$ cat src/rtl/ps2_scan_fifo_if.sv
// PS/2 front-end bus: raw keyboard lines, CPU pop request, and the
// memory-mapped status/scancode word with the frame error strobe.
interface ps2_scan_fifo_if;
  logic        ps2_clk;
  logic        ps2_data;
  logic        rd_req;
  logic [31:0] kbd_word;
  logic        frame_err;

  // Keyboard/CPU side: drives the raw lines and the pop request.
  modport master (
    output ps2_clk,
    output ps2_data,
    output rd_req,
    input  kbd_word,
    input  frame_err
  );

  // Front-end side: consumes the raw lines, publishes the word.
  modport slave (
    input  ps2_clk,
    input  ps2_data,
    input  rd_req,
    output kbd_word,
    output frame_err
  );
endinterface

$ cat src/rtl/ps2_scan_fifo.sv
// PS/2 keyboard front end: synchronises and filters the PS/2 lines,
// deserialises 11-bit frames, folds E0/F0 prefixes into tagged entries,
// buffers them in a small FIFO and exposes the head as a 32-bit word.
module ps2_scan_fifo #(
  parameter int FIFO_DEPTH  = 8,
  parameter int FILTER_LEN  = 8,
  parameter int TIMEOUT_CYC = 20000
) (
  input  logic          clk100mhz,
  input  logic          rst,
  ps2_scan_fifo_if.slave bus
);

  localparam int PW = $clog2(FIFO_DEPTH);
  localparam int CW = PW + 1;
  localparam int FW = $clog2(FILTER_LEN + 1);
  localparam int TW = $clog2(TIMEOUT_CYC + 1);

  typedef enum logic [1:0] {
    S_IDLE,
    S_DATA,
    S_PARITY,
    S_STOP
  } state_t;

  // ---------------------------------------------------------------
  // Input synchronisers and glitch filter
  // ---------------------------------------------------------------
  logic [1:0]    clk_sync_q;
  logic [1:0]    dat_sync_q;
  logic          clk_s;
  logic          dat_s;
  logic          filt_q;
  logic          filt_prev_q;
  logic [FW-1:0] filt_cnt_q;
  logic          sample;

  assign clk_s  = clk_sync_q[1];
  assign dat_s  = dat_sync_q[1];
  // A sample event is the falling edge of the filtered PS/2 clock.
  assign sample = filt_prev_q & ~filt_q;

  // Two-flop synchronisers; idle PS/2 lines are high.
  always_ff @(posedge clk100mhz or posedge rst) begin
    if (rst) begin
      clk_sync_q <= 2'b11;
      dat_sync_q <= 2'b11;
    end else begin
      clk_sync_q <= {clk_sync_q[0], bus.ps2_clk};
      dat_sync_q <= {dat_sync_q[0], bus.ps2_data};
    end
  end

  // Filtered clock flips only after FILTER_LEN consecutive differing samples.
  always_ff @(posedge clk100mhz or posedge rst) begin
    if (rst) begin
      filt_q      <= 1'b1;
      filt_prev_q <= 1'b1;
      filt_cnt_q  <= '0;
    end else begin
      filt_prev_q <= filt_q;
      if (clk_s != filt_q) begin
        if (filt_cnt_q == FW'(FILTER_LEN - 1)) begin
          filt_q     <= clk_s;
          filt_cnt_q <= '0;
        end else begin
          filt_cnt_q <= filt_cnt_q + 1'b1;
        end
      end else begin
        filt_cnt_q <= '0;
      end
    end
  end

  // ---------------------------------------------------------------
  // Frame deserialiser
  // ---------------------------------------------------------------
  state_t        state_q;
  logic [2:0]    bit_cnt_q;
  logic [TW-1:0] tmo_q;
  logic          byte_done_q;
  logic          frame_err_q;
  logic [7:0]    shift_q;
  logic          par_q;
  logic          tmo_hit;
  logic          frame_good;

  // The counter is held clear on sample events, so a timeout can only
  // fire in a cycle with no sample event.
  assign tmo_hit    = (state_q != S_IDLE) && !sample &&
                      (tmo_q == TW'(TIMEOUT_CYC - 1));
  // Odd parity over data plus parity bit, and a high stop bit.
  assign frame_good = dat_s && (^{shift_q, par_q});

  // Frame FSM with timeout abort; byte_done/frame_err are one-cycle pulses.
  always_ff @(posedge clk100mhz or posedge rst) begin
    if (rst) begin
      state_q     <= S_IDLE;
      bit_cnt_q   <= '0;
      tmo_q       <= '0;
      byte_done_q <= 1'b0;
      frame_err_q <= 1'b0;
    end else begin
      byte_done_q <= 1'b0;
      frame_err_q <= 1'b0;
      if (state_q == S_IDLE || sample) begin
        tmo_q <= '0;
      end else begin
        tmo_q <= tmo_q + 1'b1;
      end
      if (tmo_hit) begin
        state_q     <= S_IDLE;
        frame_err_q <= 1'b1;
      end else if (sample) begin
        case (state_q)
          S_IDLE: begin
            if (!dat_s) begin
              state_q   <= S_DATA;
              bit_cnt_q <= '0;
            end
          end
          S_DATA: begin
            bit_cnt_q <= bit_cnt_q + 1'b1;
            if (bit_cnt_q == 3'd7) begin
              state_q <= S_PARITY;
            end
          end
          S_PARITY: begin
            state_q <= S_STOP;
          end
          S_STOP: begin
            if (frame_good) begin
              byte_done_q <= 1'b1;
            end else begin
              frame_err_q <= 1'b1;
            end
            state_q <= S_IDLE;
          end
          default: begin
            state_q <= S_IDLE;
          end
        endcase
      end
    end
  end

  // Data bits shift in LSB first; the byte stays put until the next frame.
  always_ff @(posedge clk100mhz) begin
    if (sample && state_q == S_DATA) begin
      shift_q <= {dat_s, shift_q[7:1]};
    end
    if (sample && state_q == S_PARITY) begin
      par_q <= dat_s;
    end
  end

  // ---------------------------------------------------------------
  // Prefix decode
  // ---------------------------------------------------------------
  logic       ext_pend_q;
  logic       brk_pend_q;
  logic       push;
  logic [9:0] entry;

  // Only real scancodes become entries; prefixes and 00/FF do not.
  always_comb begin
    push  = 1'b0;
    entry = {ext_pend_q, brk_pend_q, shift_q};
    if (byte_done_q) begin
      case (shift_q)
        8'hE0, 8'hF0, 8'h00, 8'hFF: push = 1'b0;
        default:                    push = 1'b1;
      endcase
    end
  end

  // Pending E0/F0 flags; a timeout abort drops them with the partial frame.
  always_ff @(posedge clk100mhz or posedge rst) begin
    if (rst) begin
      ext_pend_q <= 1'b0;
      brk_pend_q <= 1'b0;
    end else if (tmo_hit) begin
      ext_pend_q <= 1'b0;
      brk_pend_q <= 1'b0;
    end else if (byte_done_q) begin
      case (shift_q)
        8'hE0: ext_pend_q <= 1'b1;
        8'hF0: brk_pend_q <= 1'b1;
        default: begin
          ext_pend_q <= 1'b0;
          brk_pend_q <= 1'b0;
        end
      endcase
    end
  end

  // ---------------------------------------------------------------
  // Entry FIFO and output word
  // ---------------------------------------------------------------
  logic [9:0]    mem_q [FIFO_DEPTH];
  logic [PW-1:0] wr_ptr_q;
  logic [PW-1:0] rd_ptr_q;
  logic [CW-1:0] cnt_q;
  logic          ovf_q;
  logic          rd_prev_q;
  logic [31:0]   kbd_q;

  logic          rd_rise;
  logic          full;
  logic          pop;
  logic          wr_en;
  logic [PW-1:0] wr_ptr_d;
  logic [PW-1:0] rd_ptr_d;
  logic [CW-1:0] cnt_d;
  logic          ovf_d;
  logic [9:0]    head_d;
  logic [31:0]   kbd_d;

  assign rd_rise = bus.rd_req & ~rd_prev_q;
  assign full    = (cnt_q == CW'(FIFO_DEPTH));

  // Next FIFO state and the word it will present; the word is built from
  // next-state values so it is valid one cycle after a push or pop.
  always_comb begin
    pop      = rd_rise && (cnt_q != '0);
    // When full, a push only lands if a pop frees the head slot this cycle.
    wr_en    = push && (!full || pop);
    wr_ptr_d = wr_en ? wr_ptr_q + 1'b1 : wr_ptr_q;
    rd_ptr_d = pop ? rd_ptr_q + 1'b1 : rd_ptr_q;
    cnt_d    = cnt_q + CW'(wr_en) - CW'(pop);
    ovf_d    = ovf_q;
    if (pop) begin
      ovf_d = 1'b0;
    end else if (push && full) begin
      ovf_d = 1'b1;
    end
    // The new entry becomes the head when it lands in the slot read next.
    if (wr_en && (wr_ptr_q == rd_ptr_d)) begin
      head_d = entry;
    end else begin
      head_d = mem_q[rd_ptr_d];
    end
    kbd_d = {(cnt_d != '0), ovf_d, 10'd0, 4'(cnt_d), 6'd0,
             (cnt_d != '0) ? head_d : 10'd0};
  end

  // FIFO control, rd_req edge detect and the registered output word.
  always_ff @(posedge clk100mhz or posedge rst) begin
    if (rst) begin
      wr_ptr_q  <= '0;
      rd_ptr_q  <= '0;
      cnt_q     <= '0;
      ovf_q     <= 1'b0;
      rd_prev_q <= 1'b0;
      kbd_q     <= '0;
    end else begin
      wr_ptr_q  <= wr_ptr_d;
      rd_ptr_q  <= rd_ptr_d;
      cnt_q     <= cnt_d;
      ovf_q     <= ovf_d;
      rd_prev_q <= bus.rd_req;
      kbd_q     <= kbd_d;
    end
  end

  // Entry storage; contents are only meaningful below the count.
  always_ff @(posedge clk100mhz) begin
    if (wr_en) begin
      mem_q[wr_ptr_q] <= entry;
    end
  end

  assign bus.kbd_word  = kbd_q;
  assign bus.frame_err = frame_err_q;

endmodule

$ cat src/flat_wrapper.sv
// flat-port wrapper written by rule: the top's interface ports become plain ports
module ps2_scan_fifo_flat 
#(
  parameter int FIFO_DEPTH  = 8,
  parameter int FILTER_LEN  = 8,
  parameter int TIMEOUT_CYC = 20000
)
  (clk100mhz, rst, bus_ps2_clk, bus_ps2_data, bus_rd_req, bus_kbd_word, bus_frame_err);
  ps2_scan_fifo_if bus_i ();
  input  logic clk100mhz;
  input  logic rst;
  input wire logic [$bits(bus_i.ps2_clk)-1:0] bus_ps2_clk;
  input wire logic [$bits(bus_i.ps2_data)-1:0] bus_ps2_data;
  input wire logic [$bits(bus_i.rd_req)-1:0] bus_rd_req;
  output wire logic [$bits(bus_i.kbd_word)-1:0] bus_kbd_word;
  output wire logic [$bits(bus_i.frame_err)-1:0] bus_frame_err;
  assign bus_i.ps2_clk = bus_ps2_clk;
  assign bus_i.ps2_data = bus_ps2_data;
  assign bus_i.rd_req = bus_rd_req;
  assign bus_kbd_word = bus_i.kbd_word;
  assign bus_frame_err = bus_i.frame_err;
  ps2_scan_fifo #(.FIFO_DEPTH(FIFO_DEPTH), .FILTER_LEN(FILTER_LEN), .TIMEOUT_CYC(TIMEOUT_CYC)) u_core (.clk100mhz(clk100mhz), .rst(rst), .bus(bus_i));
endmodule
$ cat config.mk
export PLATFORM = sky130hd
export DESIGN_NAME = ps2_scan_fifo_flat
export DESIGN_NICKNAME = d
export VERILOG_FILES = /design/src/rtl/ps2_scan_fifo_if.sv /design/src/rtl/ps2_scan_fifo.sv /design/src/flat_wrapper.sv
export SDC_FILE = /design/constraint.sdc
export NUM_CORES = 1
export LEC_CHECK = 0
export ABC_CLOCK_PERIOD_IN_PS = 5900
export CAP_MARGIN = 20
export CORE_MARGIN = 2
export CORE_UTILIZATION = 55
export CTS_BUF_LIST = sky130_fd_sc_hd__clkbuf_2 sky130_fd_sc_hd__clkbuf_4 sky130_fd_sc_hd__clkbuf_8
export CTS_CLUSTER_DIAMETER = 80
export CTS_CLUSTER_SIZE = 30
export DETAILED_ROUTE_END_ITERATION = 10
export PLACE_DENSITY_LB_ADDON = 0.08
export SLEW_MARGIN = 20
export SYNTH_ARGS = -nofsm -noshare
export SYNTH_HDL_FRONTEND = slang
export SYNTH_SLANG_ARGS = --single-unit
export TNS_END_PERCENT = 50
$ cat constraint.sdc
create_clock -name clk100mhz -period 5.9 [get_ports clk100mhz]
set_clock_uncertainty 0.1 [all_clocks]
set_input_delay 1.18 -clock clk100mhz [delete_from_list [all_inputs] [get_ports clk100mhz]]
set_output_delay 1.18 -clock clk100mhz [all_outputs]
set_load 0.05 [all_outputs]
Word-level counts from Yosys, hierarchy flattened
Memory sizes are Yosys's and may differ from the RTL's.
Index checks and enable logic that the tools add are counted.
Storage, ports and cells
  input bits: 5
  memory bits (writable): 80
  register bits after elaboration: 71
  logic and storage cells: 111
  memories kept: 1
  output and inout port bits: 33
Operators by class
  add/sub/neg operators: 7
  muxes and demuxes: 33
  reductions and logical operators: 28
  bitwise gates (word level): 5
  eq/ne operators: 17
Memory list
  u_core.mem_q: words 8, width 10, rd ports 1, clocked after memory_dff 0, write ports 1, line ps2_scan_fifo.sv:200  | logic [9:0] mem_q [FIFO_DEPTH];
Operators by type and width (number)
  $eq A8 B8 Y1 const B: 3
  $mux W10: 2
  $mux W1: 18
  $add A15 B1 Y15 const B: 1
  $eq A15 B15 Y1 const B: 1
  $mux W15: 1
  $add A3 B1 Y3 const B: 3
  $logic_and A1 B1 Y1: 9
  $reduce_xor A9 Y1: 1
  $logic_not A8 Y1: 1
  $mux W2: 4
  $mux W4: 2
  $pmux W2 S4: 1
  $reduce_bool A2 Y1: 4
  $reduce_bool A4 Y1: 2
  $mux W3: 2
  $pmux W3 S2: 1
  $reduce_and A2 Y1: 3
  $add A4 B1 Y4: 1
  $add A4 B1 Y4 const B: 1
  $eq A2 B2 Y1 const B: 2
  $eq A4 B3 Y1 const B: 1
  $eq A4 B4 Y1 const B: 1
  $ne A2 B1 Y1 const B: 2
  other kinds (17): 23

Logic depth before layout (Yosys ltp)
Gate-level depths: netlist of run 1.
  depth after elaboration: 9
  gate-level depth with buffers: 14
  mapped depth without buffers: 12

Worst setup path after synthesis of run 1
Ideal clock, no wire load.
  kind: input port to flip-flop
  from: input bus_rd_req
  to: register u_core.kbd_q[0] (netlist: u_core.bus.kbd_word[0])
  arrival time: 3.749 ns
  required time: 5.678 ns
  setup time: 0.122 ns
  setup slack: 1.929 ns
  buffers on the path: 2
  cell stages on the path: 12
  cells stage by stage: or3b_1 a21oi_1 a21bo_1 buf_6 inv_4 ha_1 inv_1 fa_1 inv_1 or4b_2 clkbuf_1 o2111a_1
On the way
  cells in the longest elaborated chain, start to end: 8
  elaborated cells on any way between the ends: 13
  those cells by class: add/sub (2); eq/ne (1); mux (3); bitwise (1); reduce/logical (5); memory (1)
Ends and longest elaborated chain
  start, declared: line flat_wrapper.sv:14  | input wire logic [$bits(bus_i.rd_req)-1:0] bus_rd_req;
  $and A1 B1 Y1: line ps2_scan_fifo.sv:219  | assign rd_rise = bus.rd_req & ~rd_prev_q;
  $logic_and A1 B1 Y1: line ps2_scan_fifo.sv:225  | pop = rd_rise && (cnt_q != '0);
  $logic_or A1 B1 Y1: line ps2_scan_fifo.sv:227  | wr_en = push && (!full || pop);
  $logic_and A1 B1 Y1: line ps2_scan_fifo.sv:227
  net u_core.wr_en: line ps2_scan_fifo.sv:211  | logic wr_en;
  $add A4 B1 Y4: line ps2_scan_fifo.sv:230  | cnt_d = cnt_q + CW'(wr_en) - CW'(pop);
  $sub A4 B1 Y4: line ps2_scan_fifo.sv:230
  net u_core.cnt_d[1]: line ps2_scan_fifo.sv:214  | logic [CW-1:0] cnt_d;
  $reduce_bool A4 Y1
  net u_core.kbd_d[31]: line ps2_scan_fifo.sv:217  | logic [31:0] kbd_d;
  $mux W10: line ps2_scan_fifo.sv:244  | (cnt_d != '0) ? head_d : 10'd0};
  net u_core.kbd_d[0]: line ps2_scan_fifo.sv:217
  end signal, assigned: line ps2_scan_fifo.sv:262  | kbd_q <= kbd_d;
  end, declared: line ps2_scan_fifo.sv:206  | logic [31:0] kbd_q;
The timed path passes the listed nets, and every way through them passes these cells.
A chain may end at the register's enable or synchronous reset.

Worst setup path after layout of run 1
  from: input bus_rd_req
  to: register u_core.kbd_q[9] (netlist: u_core.bus.kbd_word[9])
On the way
  cells in the longest elaborated chain, start to end: 8
  elaborated cells on any way between the ends: 13
  those cells by class: add/sub (2); eq/ne (1); mux (3); bitwise (1); reduce/logical (5); memory (1)
Ends and longest elaborated chain (line)
  $and A1 B1 Y1: ps2_scan_fifo.sv:219
  $logic_and A1 B1 Y1: ps2_scan_fifo.sv:225
  $logic_or A1 B1 Y1: ps2_scan_fifo.sv:227
  $logic_and A1 B1 Y1: ps2_scan_fifo.sv:227
  net u_core.wr_en: ps2_scan_fifo.sv:211
  $add A4 B1 Y4: ps2_scan_fifo.sv:230
  $sub A4 B1 Y4: ps2_scan_fifo.sv:230
  net u_core.cnt_d[1]: ps2_scan_fifo.sv:214
  $reduce_bool A4 Y1: ps2_scan_fifo.sv:244
  $mux W10: ps2_scan_fifo.sv:244
  net u_core.kbd_d[9]: ps2_scan_fifo.sv:217
The timed path passes the listed nets, and every way through them passes these cells.

==> results.txt, run 1 <==
asr flop ratio synth - 39.04%
Post-CTS Resized - 0
Final Cycle Share - 78.68%
WS Path Type - input port to flop
crit path cell chain - clkdlybuf4s50_1 > or3b_1 > a21oi_1 > a21bo_1 > inv_4 > ha_1 > inv_1 > fa_1 > inv_1 > or4b_2 > o2111a_1
Yosys top cell area share - 35.88%
multi-input logic area - 3032 um^2
Setup-failing EPs final - 0
Diodes inserted - 0
Root Buffer - clkbuf_8
via count of the routed design - 4951
Routed Antenna Nets - 0
Power, Total - 3.827 mW
HPWL after DPL - 10200 um
Initial Util - 56.25%
share of cells above drive strength 1 - 11.70%
fin. max-slew vios - 0
Req. time, crit path - 6.13 ns
Slew HR - 34.98%
initial antenna violation count - 0
power per cell area - 460.8 nW/um^2
Clock transition at path regs - 0.07 ns
GP Congestion - 0.8452
DP Cell Count - 768
CP most frequent cell - inv_1
top post-synthesis cells by area - edfxtp_1 36%, dfrtp_1 17%, mux2i_1 9.7%, o211ai_1 5.5%, nand3_1 3.0%
Total Nets Final - 633
delay-heaviest family, CP - simple AND/OR/NAND/NOR gates
Synth cell types - 63
# Max-Cap Violations - 0
CTS tree - done
Die X - 120.4 um
First-pass DRT Iterations - 5
CTS buffer count - 17
final hold violation count - 0
fill cell count - 1031
CP arrival - 4.87 ns
post-synth top area cell - edfxtp_1
Setup Buffers After CTS - 0
die area - 14490 um^2
Mapped Area - 7448 um^2
deepest clock path buffer count - 2
Via density - 6.189
Yosys reg bits - 146
setup tns final - 0 ns
Crit Path Max Fanout - 25
Hold Crit Class - flop to flop
Peak VDD IR - 293.5 uV
Post-route DRC - 0
clock latency on the worst-skew pair - 0.45 ns
global route total overflow - 0
Worst Setup Start Kind - input port
row count - 42
Non-Filler Instances - 800
die span in y - 120.4 um
f_max - 0.2154 GHz
wirelength, routed - 16230 um
ys flop type - edfxtp_1
Synth-to-Final Area Change - 11.51%
number of synthesized flops with an enable pin - 89
CTS Hold Buffers Added - 0
crit path capture type - flop
fin crit period - 4.642 ns
final instance area - 8305 um^2
register area - 4110 um^2
vias in the first global route - 4924
pin count of the biggest net entering global routing - 53
status - finished, final reports clean
worst slew pin tran - 0.9716 ns
PortBufs - 21
critical path's largest stage delay - 0.85 ns
Post-Syn Area per Cell - 12.48 um^2
Seq/Total Area, Yosys - 55.13%
Syn Inst Count - 597
Leakage Power - 3.157 nW
RSZ-0062 raised after global routing - no
gr usage total - 24.01%
synth warn - 0
Core Box Area - 13240 um^2
sinks on the clock net - 146
initial DRC count - 531
wire length per cell - 20.28 um
first-pass GRT wire length - 26330 um
WHS - 0.2588 ns
I/O pin total - 38
Post-DP Area - 7755 um^2
CP max-delay cell - or4b_2
worst path buffer plus inverter count - 4
level count of the clock H-tree - 4
## cell families (layout without fill, tap and decap cells)
logic type,after synthesis,after routing,synth area share (%)
and+or+nand+nor,151,151,11.59
DFF,146,146,55.13
AOI/OAI and AO/OA,100,100,10.20
muxes,79,79,11.34
buffers and inverters,75,87,5.258
xor gates and xnor gates,28,28,3.477
adders and majority gates,17,17,2.956
other,1,16,0.05035
## worst reg2reg max path: stages, from the launching register on
cell and delay [ns]:
edfxtp_1 0.62, or4_1 0.61, o21ai_1 0.25, a21bo_1 0.79, inv_4 0.11, ha_1 0.26
a21o_1 0.16, a21oi_1 0.17, xnor2_1 0.16, or4b_2 0.80, o2111a_1 0.20
## layer usage
layer / up-vias / routed length, um / GRT usage (%)
met4: 0 / 215 / 8.140
met3: 18 / 794 / 4.245
met5: - / 0 / 0
li1: 2269 / - / -
met1: 2516 / 7111 / 32.84
met2: 148 / 8104 / 39.05
## placed cells by master (no fill, tap or decap), drive strengths merged, types with 4 or more instances in the layout
cell           count
edfxtp            89
mux2i             72
o211ai            55
dfrtp             51
nand3             45
nand4             23
nor2              21
clkdlybuf4s50     21
clkbuf            21
inv               19
xnor2             17
ha                16
conb              16
buf               14
nand2             11
xor2              10
o2111a            10
a21oi              9
bufinv             9
o21ai              9
nor3               8
nor2b              6
dfstp              6
and2               5
nor3b              5
or3                4
and3               4
mux4               4
nor4               4
## sequential cells by signal (all words and copies together) (netlist names), 3 cells and up
| signal | cells |
|---|---|
| u_core.bit_cnt_q | 3 |
| u_core.bus.kbd_word | 13 |
| u_core.cnt_q | 3 |
| u_core.filt_cnt_q | 4 |
| u_core.mem_q | 80 |
| u_core.rd_ptr_q | 3 |
| u_core.shift_q | 8 |
| u_core.tmo_q | 15 |
| u_core.wr_ptr_q | 3 |
## report_power, final
part	switching, mW	internal, mW
clock network	0.360	0.698
registers	0.143	1.20
logic	0.854	0.570
## path summary, 6_finish.rpt
path	slack [ns]	endpoint	cells after the start	from
worst max-delay path	1.26	u_core.bus.kbd_word[9]	11	bus_rd_req
worst min-delay path	0.26	u_core.clk_sync_q[1]	0	u_core.clk_sync_q[0]
worst max register to register	1.56	u_core.bus.kbd_word[9]	10	u_core.shift_q[4]
worst min register to register	0.26	u_core.clk_sync_q[1]	0	u_core.clk_sync_q[0]
max in group asynchronous	3.92	u_core.rd_ptr_q[0]	3	rst
min in group asynchronous	0.88	u_core.bit_cnt_q[1]	2	rst
## per-stage QoR
step | worst slack (ns) | utilization, %
finish | 1.258 | 62.72
global route | 1.163 | 62.72
CTS | 1.297 | 62.72
detailed placement | 0.8336 | 58.56
global placement | 0.9349 | 58.56
floorplan | 1.929 | -
## final cells by class
| type | count | area share [%] |
|---|---|---|
| flip-flops and latches | 146 | 49.49 |
| well taps | 176 | 2.651 |
| repair buffers | 35 | 3.796 |
| inverters | 20 | 0.9340 |
| multi-input cells | 391 | 36.50 |
| clock inverters | 11 | 3.375 |
| clock buffers | 21 | 3.254 |
## cell usage after synthesis, types with 8 or more instances
cell,n
xnor2_1,17
buf_2,16
nor2_1,21
clkbuf_1,17
nand4_1,23
nor3_1,8
nand3_1,45
edfxtp_1,89
o2111a_1,10
nand2_1,10
a21oi_1,9
xor2_1,10
buf_4,17
mux2i_1,72
dfrtp_1,51
inv_1,17
o211ai_1,55
ha_1,16
Note: power is estimated with default switching activity, not from simulation.
==> inputs of run 2 (changes only) <==
ABC_CLOCK_PERIOD_IN_PS = 4000   (was 5900)
clock period = 4 ns   (was 5.9 ns; I/O delays follow)
==> results.txt, run 2 (synthesized netlist as in run 1, its figures left out) <==
register area - 4110 um^2 (unchanged)
via count of the routed design - 4930 (-0.42%)
wirelength, routed - 16200 um (-0.15%)
Req. time, crit path - 4.23 ns (-1.90 ns)
most common cell after layout, fill and taps aside - edfxtp_1
CTS buffer count - 17 (unchanged)
Root Buffer - clkbuf_8
initial antenna violation count - 0 (unchanged)
WS Path Type - input port to flop
Peak VDD IR - 303.7 uV (+3.5%)
Critical path origin - bus_rd_req
commonest cells after routing, fill and taps aside - 89 x edfxtp_1, 72 x mux2i_1, 55 x o211ai_1
CP arrival - 4.07 ns (-0.80 ns)
row count - 42 (unchanged)
die span in y - 120.4 um (unchanged)
CTS Hold Buffers Added - 0 (unchanged)
deepest clock path buffer count - 2 (unchanged)
sinks on the clock net - 146 (unchanged)
clock latency on the worst-skew pair - 0.45 ns (about the same)
critical path's largest stage delay - 0.87 ns (+0.02 ns)
delay-heaviest family, CP - simple AND/OR/NAND/NOR gates
status - finished, final reports clean
largest register by flop count - u_core.mem_q
Synth-to-Final Area Change - 11.42% (about the same)
GP Congestion - 0.8418 (-0.40%)
fin. max-slew vios - 0 (unchanged)
Core Box Area - 13240 um^2 (unchanged)
r2r startpoint - u_core.cnt_q[2]
Slew HR - 50.39% (+15 points)
Setup Buffers After CTS - 0 (unchanged)
pin count of the biggest net entering global routing - 46 (-13%)
fill cell count - 1028 (-0.29%)
Worst Setup Start Kind - input port
CP max-delay cell - or4b_2
gr usage total - 23.89% (-0.12 points)
Crit Path Max Fanout - 11 (-56%)
Total Nets Final - 650 (+2.7%)
global route total overflow - 0 (unchanged)
die area - 14490 um^2 (unchanged)
vias in the first global route - 5041 (+2.4%)
First-pass DRT Iterations - 5 (unchanged)
worst slew pin tran - 0.7442 ns (-0.2275 ns)
setup tns final - 0 ns (unchanged)
# Max-Cap Violations - 0 (unchanged)
power per cell area - 640.2 nW/um^2 (+39%)
final hold violation count - 0 (unchanged)
Diodes inserted - 0 (unchanged)
Routed Antenna Nets - 0 (unchanged)
Leakage Power - 3.176 nW (+0.59%)
share of cells above drive strength 1 - 13.73% (+2.0 points)
min-delay src - u_core.clk_sync_q[0]
I/O pin total - 38 (unchanged)
max reg flops - 80 (unchanged)
CTS tree - done
Final Cycle Share - 96.02%
HPWL after DPL - 10480 um (+2.7%)
multi-input logic area - 3032 um^2 (unchanged)
Hold Crit Class - flop to flop
initial DRC count - 313 (-41%)
Setup-failing EPs final - 0 (unchanged)
first-pass GRT wire length - 26380 um (+0.18%)
Clock transition at path regs - 0.07 ns (about the same)
worst path buffer plus inverter count - 4 (unchanged)
Initial Util - 56.25% (unchanged)
Die X - 120.4 um (unchanged)
crit path cell chain - clkdlybuf4s50_1 > or3b_1 > a21oi_1 > a21bo_1 > inv_4 > ha_1 > inv_1 > fa_1 > inv_1 > or4b_2 > o2111a_1
level count of the clock H-tree - 4 (unchanged)
PortBufs - 21 (unchanged)
Post-route DRC - 0 (unchanged)
CP most frequent cell - inv_1
RSZ-0062 raised after global routing - no
Post-CTS Resized - 0 (unchanged)
fin crit period - 3.841 ns
Via density - 6.034 (-2.5%)
wire length per cell - 19.83 um (-2.2%)
WHS - 0.2561 ns (-0.002657 ns)
crit path capture type - flop
f_max - 0.2604 GHz
==> run 2: cell types whose count changed in the layout (fill, tap and decap cells not counted), sizes merged <==
cell	delta
clkinvlp	+1
buf	+17
bufinv	-6
clkinv	+5
==> run 2: worst paths after layout <==
check | to | slack, ns | cells after the start
worst max-delay path | u_core.bus.kbd_word[2] | 0.16 | 11
worst min-delay path | u_core.clk_sync_q[1] | 0.26 | 0
worst min register to register | u_core.clk_sync_q[1] | 0.26 | 0
min in group asynchronous | u_core.tmo_q[10] | 0.66 | 2
max in group asynchronous | u_core.filt_q | 2.40 | 3
worst max register to register | u_core.bus.kbd_word[2] | 0.40 | 12
==> run 2: per-stage QoR <==
| step | cells | worst slack (ns) | power (mW) | utilization (%) | area, um^2 |
|---|---|---|---|---|---|
| after floorplan | 612 | 0.1940 | 3.570 | - | 7505 |
| after global placement | 785 | -0.1470 | 4.075 | 59.52 | 7883 |
| after detailed placement | 785 | -0.2580 | 4.148 | 59.52 | 7883 |
| after CTS | 817 | 0.2040 | 5.346 | 62.67 | 8299 |
| after global routing | 817 | 0.08809 | 5.595 | 62.67 | 8299 |
| final | 817 | 0.1590 | 5.313 | 62.67 | 8299 |
==> run 2: worst register-to-register path: stages, from the launching register on <==
cell and delay, ns:
dfrtp_1 0.36, inv_1 0.08, ha_1 0.24, or3b_1 0.39
a21oi_1 0.16, a21bo_1 0.26, inv_4 0.06, ha_1 0.16
inv_1 0.06, fa_1 0.47, inv_1 0.06, or4b_2 0.87
o2111a_1 0.22
==> run 2: metal layers <==
| metal | wire length [um] | global-route usage [%] | vias up |
|---|---|---|---|
| met5 | 0 | 0 | - |
| met4 | 274 | 9.230 | 0 |
| met3 | 788 | 4.198 | 25 |
| met2 | 8114 | 40.32 | 141 |
| met1 | 7024 | 30.86 | 2449 |
| li1 | - | - | 2315 |
==> run 2: power breakdown <==
part / internal (mW) / switching, mW
clock network: 0.665 / 0.532
logic: 0.881 / 1.35
registers: 1.77 / 0.111
==> run 2: cell type report <==
cell class | instances | area share (%)
sequential | 146 | 49.53
clock inverter | 11 | 1.613
timing repair buffer | 52 | 5.337
clock buffer | 21 | 3.407
inverter | 20 | 0.9347
multi-input combinational | 391 | 36.53
tap | 176 | 2.653
==> inputs of run 3 (changes only) <==
CAP_MARGIN = not set   (was 20)
GPL_ROUTABILITY_DRIVEN = 0   (was not set)
PLACE_DENSITY = 0.79   (was not set)
PLACE_DENSITY_LB_ADDON = not set   (was 0.08)
==> results.txt, run 3 (synthesized netlist as in run 1, its figures left out) <==
status - finished, final reports clean
Non-Filler Instances - 817 (unchanged)
Post-Route Utilization - 63.19% (+0.52 points)
CTS tree - done
hold depth - 0 (unchanged)
Post-route DRC - 0 (unchanged)
clock latency on the worst-skew pair - 0.45 ns (about the same)
metal2 WL - 7963 um (-1.9%)
WS Path Type - input port to flop
via count of the routed design - 5009 (+1.6%)
Routed Antenna Nets - 0 (unchanged)
CTS buffer count - 17 (unchanged)
Final Cycle Share - 92.61% (-3.4 points)
HPWL after DPL - 10400 um (-0.68%)
Leakage Power - 3.201 nW (+0.79%)
Initial Util - 56.25% (unchanged)
First-pass DRT Iterations - 5 (unchanged)
max reg flops - 80 (unchanged)
first-pass GRT wire length - 25990 um (-1.5%)
most common cell after layout, fill and taps aside - edfxtp_1
PortBufs - 21 (unchanged)
Post-CTS Resized - 0 (unchanged)
Worst Setup Slack, final - 0.2957 ns (+0.1366 ns)
WHS - 0.2574 ns (+0.001275 ns)
Req. time, crit path - 4.23 ns (about the same)
# Max-Cap Violations - 0 (unchanged)
RSZ-0062 raised after global routing - no
worst slew pin tran - 0.9049 ns (+0.1607 ns)
share of cells above drive strength 1 - 13.88% (+0.16 points)
vias in the first global route - 5034 (-0.14%)
DP Cell Count - 785 (unchanged)
wirelength, routed - 15770 um (-2.7%)
Hold Crit Class - flop to flop
Setup Buffers After CTS - 0 (unchanged)
die span in y - 120.4 um (unchanged)
Root Buffer - clkbuf_8
Core Box Area - 13240 um^2 (unchanged)
Slew HR - 39.68% (-11 points)
level count of the clock H-tree - 4 (unchanged)
Peak VDD IR - 297.2 uV (-2.1%)
die area - 14490 um^2 (unchanged)
Power, Total - 5.518 mW (+3.9%)
Crit Path Max Fanout - 11 (unchanged)
final instance area - 8368 um^2 (+0.83%)
Synth-to-Final Area Change - 12.35%
power per cell area - 659.4 nW/um^2 (+3.0%)
Via density - 6.131 (+1.6%)
Die X - 120.4 um (unchanged)
f_max - 0.2700 GHz (+3.7%)
Clock transition at path regs - 0.07 ns (about the same)
CTS Hold Buffers Added - 0 (unchanged)
fin. max-slew vios - 0 (unchanged)
gr usage total - 23.25% (-0.64 points)
Diodes inserted - 0 (unchanged)
CP arrival - 3.93 ns (-0.14 ns)
commonest cells after routing, fill and taps aside - 89 x edfxtp_1, 72 x mux2i_1, 55 x o211ai_1
Worst Setup Start Kind - input port
wire length per cell - 19.30 um (-2.7%)
fill cell count - 970 (-5.6%)
deepest clock path buffer count - 2 (unchanged)
worst slack, placed - -0.1414 ns (+0.1165 ns)
pin count of the biggest net entering global routing - 45 (-2.2%)
Met3 Routed Length - 875 um (+11%)
setup tns final - 0 ns (unchanged)
largest register by flop count - u_core.mem_q
sinks on the clock net - 146 (unchanged)
Post-DP Area - 7883 um^2 (unchanged)
M1 wire length - 6633 um (-5.6%)
top routing layer in use - met4
final hold violation count - 0 (unchanged)
row count - 42 (unchanged)
crit path capture type - flop
worst r2r path cells - 12 (unchanged)
global route total overflow - 0 (unchanged)
initial DRC count - 405 (+29%)
initial antenna violation count - 0 (unchanged)
Total Nets Final - 650 (unchanged)
fin crit period - 3.704 ns (-0.1366 ns)
I/O pin total - 38 (unchanged)
Setup-failing EPs final - 0 (unchanged)
## run 3: cell count changes in the layout (fill, tap and decap cells not counted), sizes merged
| cell | before | now |
|---|---|---|
| clkinvlp | 1 | 2 |
| clkbuf | 21 | 22 |
| clkinv | 8 | 3 |
| bufinv | 3 | 6 |
## run 3: final timing paths
path                            slack (ns)            startpoint                endpoint
worst max-delay path                  0.30            bus_rd_req  u_core.bus.kbd_word[0]
worst min-delay path                  0.26  u_core.clk_sync_q[0]    u_core.clk_sync_q[1]
worst max register to register        0.44       u_core.cnt_q[2]  u_core.bus.kbd_word[0]
worst min register to register        0.26  u_core.clk_sync_q[0]    u_core.clk_sync_q[1]
max in group asynchronous             2.28                   rst  u_core.bus.kbd_word[1]
min in group asynchronous             0.76                   rst        u_core.tmo_q[11]
## run 3: layer usage
metal  vias to the layer above  global-route usage, %
met1                      2504                  29.59
met3                        27                  4.623
met5                         -                      0
met4                         0                  9.520
li1                       2308                      -
met2                       170                  39.09
## run 3: layout make-up
| type | count | area, um^2 | area share [%] |
|---|---|---|---|
| inverters | 20 | 77.57 | 0.9270 |
| repair buffers | 52 | 442.9 | 5.293 |
| multi-input cells | 391 | 3032 | 36.23 |
| clock inverters | 10 | 207.7 | 2.482 |
| well taps | 176 | 220.2 | 2.632 |
| flip-flops and latches | 146 | 4110 | 49.12 |
| clock buffers | 22 | 277.8 | 3.319 |
## run 3: worst max-delay path: stages
cell,delay [ns]
clkdlybuf4s50_1,0.48
or3b_1,0.36
a21oi_1,0.15
a21bo_1,0.25
inv_4,0.06
ha_1,0.17
inv_1,0.06
fa_1,0.49
inv_1,0.06
or4b_2,0.85
o2111a_1,0.20
## run 3: report_power, final
group          total (mW)  switching, mW  internal [mW]
Clock                1.37          0.522          0.848
Combinational        2.25           1.35          0.897
Sequential           1.90          0.125           1.77
Total                5.52           2.00           3.52
